`src/rtl/reduction_unit.sv`:
```
// ============================================================================
// Module   : reduction_unit
// Purpose  : Final RED stage: sums four 5-bit nibble partials, sign-extends
//            from bit 6. Define REDUCTION_PIPE2_EN for a two-stage pipeline.
// Revision : 1.0
// ============================================================================
`default_nettype none

module reduction_unit #(
  parameter int OUT_W = 16
) (
  input  logic             clk,
  input  logic             rst_n,
  input  logic             in_valid,
  input  logic [3:0]       s0,
  input  logic [3:0]       s1,
  input  logic [3:0]       s2,
  input  logic [3:0]       s3,
  input  logic             g0,
  input  logic             g1,
  input  logic             g2,
  input  logic             g3,
  output logic             out_valid,
  output logic [OUT_W-1:0] S_red
);

  logic [4:0]       w_p0;
  logic [4:0]       w_p1;
  logic [4:0]       w_p2;
  logic [4:0]       w_p3;
  logic [6:0]       w_total;
  logic             w_stage_valid;
  logic [OUT_W-1:0] w_result;

  logic [OUT_W-1:0] sred_d;
  logic [OUT_W-1:0] sred_q;
  logic             out_valid_d;
  logic             out_valid_q;

  assign w_p0 = {g0, s0};
  assign w_p1 = {g1, s1};
  assign w_p2 = {g2, s2};
  assign w_p3 = {g3, s3};

`ifdef REDUCTION_PIPE2_EN
  logic [5:0] w_pair01;
  logic [5:0] w_pair23;
  logic [5:0] pair01_d;
  logic [5:0] pair01_q;
  logic [5:0] pair23_d;
  logic [5:0] pair23_q;
  logic       v1_d;
  logic       v1_q;

  assign w_pair01 = {1'b0, w_p0} + {1'b0, w_p1};
  assign w_pair23 = {1'b0, w_p2} + {1'b0, w_p3};

  always_comb begin
    pair01_d = pair01_q;
    pair23_d = pair23_q;
    v1_d     = in_valid;
    if (in_valid) begin
      pair01_d = w_pair01;
      pair23_d = w_pair23;
    end
  end

  always_ff @(posedge clk or negedge rst_n) begin
    if (!rst_n) begin
      pair01_q <= 6'd0;
      pair23_q <= 6'd0;
      v1_q     <= 1'b0;
    end else begin
      pair01_q <= pair01_d;
      pair23_q <= pair23_d;
      v1_q     <= v1_d;
    end
  end

  assign w_total       = {1'b0, pair01_q} + {1'b0, pair23_q};
  assign w_stage_valid = v1_q;
`else
  assign w_total       = {2'b00, w_p0} + {2'b00, w_p1} + {2'b00, w_p2} + {2'b00, w_p3};
  assign w_stage_valid = in_valid;
`endif

  // Totals of 64 and above intentionally read as negative after extension.
  generate
    if (OUT_W > 7) begin : g_ext
      assign w_result = {{(OUT_W-7){w_total[6]}}, w_total};
    end else begin : g_noext
      assign w_result = w_total;
    end
  endgenerate

  always_comb begin
    sred_d      = sred_q;
    out_valid_d = w_stage_valid;
    if (w_stage_valid) begin
      sred_d = w_result;
    end
  end

  always_ff @(posedge clk or negedge rst_n) begin
    if (!rst_n) begin
      sred_q      <= '0;
      out_valid_q <= 1'b0;
    end else begin
      sred_q      <= sred_d;
      out_valid_q <= out_valid_d;
    end
  end

  assign S_red     = sred_q;
  assign out_valid = out_valid_q;

endmodule

`default_nettype wire

```
`config.mk`:
```
export PLATFORM = sky130hd
export DESIGN_NAME = reduction_unit
export DESIGN_NICKNAME = d
export VERILOG_FILES = /design/src/rtl/reduction_unit.sv
export SDC_FILE = /design/constraint.sdc
export NUM_CORES = 1
export LEC_CHECK = 0
export CORE_ASPECT_RATIO = 0.7
export CORE_UTILIZATION = 40
export CTS_CLUSTER_DIAMETER = 100
export CTS_CLUSTER_SIZE = 8
export DETAILED_ROUTE_END_ITERATION = 6
export GPL_TIMING_DRIVEN = 1
export HOLD_SLACK_MARGIN = 0.12
export MAX_ROUTING_LAYER = met4
export PLACE_DENSITY = 0.87
export SLEW_MARGIN = 20
export SYNTH_ARGS = -nofsm -noshare
export SYNTH_HDL_FRONTEND = slang
export SYNTH_SLANG_ARGS = --single-unit
```
`constraint.sdc`:
```
create_clock -name clk -period 1.15 [get_ports clk]
set_input_delay 0.115 -clock clk [delete_from_list [all_inputs] [get_ports clk]]
set_output_delay 0.115 -clock clk [all_outputs]
set_load 0.05 [all_outputs]
```
==> results by group <==
Status
  • Outcome: complete, but fails checks
  • Violated checks: design-rule violations, negative setup slack

Yosys
  • Most numerous cell in the Yosys netlist: inv_1
  • Avg Synthesized Cell Area: 10.0 sq um
  • Asr flop ratio synth: 1.00
  • Ys Warns: 0
  • Synth top area cells: dfrtp_1 (24%), fa_1 (24%), inv_1 (12%)
  • Register area share after synthesis: 0.238
  • Post-synthesis net count: ~120
  • Main synth FF type: dfrtp_1
  • Seq cells post-synth: 8
  • Post-synth top area cell: dfrtp_1
  • Mapped Cells: 84
  • Share of the synthesized area in the top cell type: 0.238
  • Number of flops mapped to enable cells by yosys: 0
  • Synth cell types: 24
  • Synthesized area: between 800 and 900 sq um
  • Synth cell count leaders: inv_1 (27), fa_1 (10), buf_4 (9), dfrtp_1 (8), ha_1 (6)

Finish
  • Area occupied by multi-input gates: 566 sq um
  • Fillers: between 100 and 150
  • Fraction of layout cells with a size suffix above 1: 0.643
  • Finished Cell Area: 0.00155 sq mm
  • Area Overhead vs Synth: 84.7%
  • Register Area: roughly 200 sq um
  • ANT cells: 0
  • Fin util: 0.809
  • Post-layout nets: ~170
  • Layout Cells excl Fill: about 150

Detailed routing
  • Post-route ant nets: 0
  • Drt drc: 6
  • Vias per cell: between 4 and 5
  • Iteration-0 DRC Markers: 11
  • Drt first pass iters: 6
  • DR vias: slightly above 700
  • WL final: a little over 2000 microns
  • WL/cell: ~14 microns

Floorplan
  • Num ports: 40
  • Core area: about 0.0019 sq mm
  • Die width: about 57 microns
  • Initial core utilization: 0.438
  • Row count: 13
  • Die Ht: around 40 microns
  • Full die area: between 0.002 and 0.0025 sq mm

STA
  • Final Max Slew Viols: 0
  • Worst slew margin: 0.750
  • RSZ-0062 raised after global routing: true
  • Final clock skew: 0 ns
  • Post-route clock period utilization: 1.83
  • Final setup viols: 6
  • Final worst slack: -0.955 ns
  • Tmin final: about 2.1 ns
  • Fmax: 0.475 GHz
  • Final Hold Fails: 0
  • Slew @ Worst Pin: 0.374 ns

Pwr
  • Pleak: around 0.76 nW
  • Total power: ~3.5 mW
  • PD cells: around 2200 mW/mm^2
  • VDD IR max: roughly 1.7 mV

Global route
  • Remaining Overflow, GRT: 0
  • First-pass GRT wire length: around 3300 microns
  • Number of global-route vias before repair: ~820
  • GRT Total Usage: 0.209
  • Pin count of the biggest net entering global routing: 11
  • Initial antenna violation count: 0

Placement
  • Buffers added on ports: 39
  • Placed Cells: roughly 140
  • DP HPWL: between 1500 and 2000 microns
  • Gp weighted congestion: between 0.8 and 0.9
  • Pre-CTS setup slack: -1.67 ns
  • DP Area: roughly 0.0015 sq mm

Clock tree
  • Clock slew at reported path FFs: 0.07 ns
  • Clk buf depth: 2
  • H-tree depth: 1
  • Total CTS buffers: 3
  • Worst skew pair latency: approximately 0.25 ns
  • CTS tree: built
  • Clk sinks: 8
  • CTS root buf: clkbuf_4

Setup path
  • Worst EP required: 1.33 ns
  • Worst Path Max Fanout: 2
  • CP startpoint kind: primary input
  • Critical path arrival: approximately 2.3 ns
  • Reg2reg path depth: 2
  • Setup CP Type: primary input to flop
  • Crit. End Element: flop

Min path
  • Worst hold path class: primary input to async pin

Flow run
  • Max-cap violation count: 0
## worst max-delay path, stage by stage
cell and delay (ns):
buf_8 0.08, inv_8 0.02, fa_1 0.48, fa_1 0.52
inv_2 0.05, ha_4 0.16, fa_2 0.38, a21oi_2 0.19
nand4b_1 0.15, o211ai_1 0.14
## cells by family after synthesis
kind of cell	count (synthesis)	synth area share
fa+ha+maj	16	0.327
compound gates	11	0.104
xor+xnor	1	0.0104
buf+inv	37	0.214
mux	3	0.0402
simple gates	8	0.0655
flops	8	0.238
## cell type report
| class | count | area share |
|---|---|---|
| timing repair buffer | 51 | 0.396 |
| inverter | 27 | 0.0749 |
| sequential | 8 | 0.130 |
| tap | 22 | 0.0177 |
| clock buffer | 4 | 0.0169 |
| multi-input combinational | 39 | 0.364 |
## report_power, final
group          internal, mW  total, mW  switching [mW]
Combinational          1.38       2.73            1.35
Sequential            0.390      0.524           0.134
Clock                 0.133      0.239           0.106
## timing repair
action / in CTS / in global routing
resized for setup: 59 / 22
hold endpoints to repair: 0 / 0
pin swaps: 22 / 18
hold buffers: 0 / 0
setup buffers: 2 / 3
setup endpoints to repair: 17 / 16
## layer usage
| metal | routed length, microns | global-route usage |
|---|---|---|
| met2 | 1240 | 0.470 |
| met1 | 728 | 0.189 |
| met4 | 0 | 0.0366 |
| met3 | 112 | 0.0484 |
| met5 | 0 | - |
## flip-flops by register name, summed over array words and instances (netlist names)
name       flops
S_red          7
out_valid      1
## worst paths after layout
check | start | end | slack (ns)
setup / recovery | s2[1] | S_red[5]$_DFFE_PN0P_ | -0.95
hold / removal | rst_n | S_red[4]$_DFFE_PN0P_ | 0.13
setup reg to reg | S_red[5]$_DFFE_PN0P_ | S_red[5]$_DFFE_PN0P_ | 0.20
hold reg to reg | S_red[0]$_DFFE_PN0P_ | S_red[0]$_DFFE_PN0P_ | 0.57
max in group asynchronous | rst_n | S_red[6]$_DFFE_PN0P_ | 0.73
min in group clk | s1[0] | S_red[0]$_DFFE_PN0P_ | 0.46
## metrics by stage
| stage | hold WS (ns) | TNS (ns) |
|---|---|---|
| global route | 0.166 | -5.04 |
| floorplan | -0.181 | -4.96 |
| global placement | 0.411 | -9.28 |
| CTS | 0.137 | -4.73 |
| finish | 0.129 | -4.60 |
| detailed placement | 0.423 | -9.60 |
## cell usage in the layout (no fill, tap or decap), types with 2 or more instances in the layout
cell type        synthesis  layout
dfrtp_1                  8       7
buf_6                    1       2
buf_8                    0       2
clkdlybuf4s50_1          0       7
inv_1                   27      11
fa_1                    10       7
clkbuf_2                 0       6
buf_4                    9       9
buf_2                    0       7
ha_4                     0       5
inv_8                    0       2
buf_12                   0      18
mux2_4                   0       2
inv_2                    0      14
a211oi_2                 2       3
fa_2                     0       3
clkbuf_4                 0       3
No activity file was read; power rests on OpenSTA's default activity.
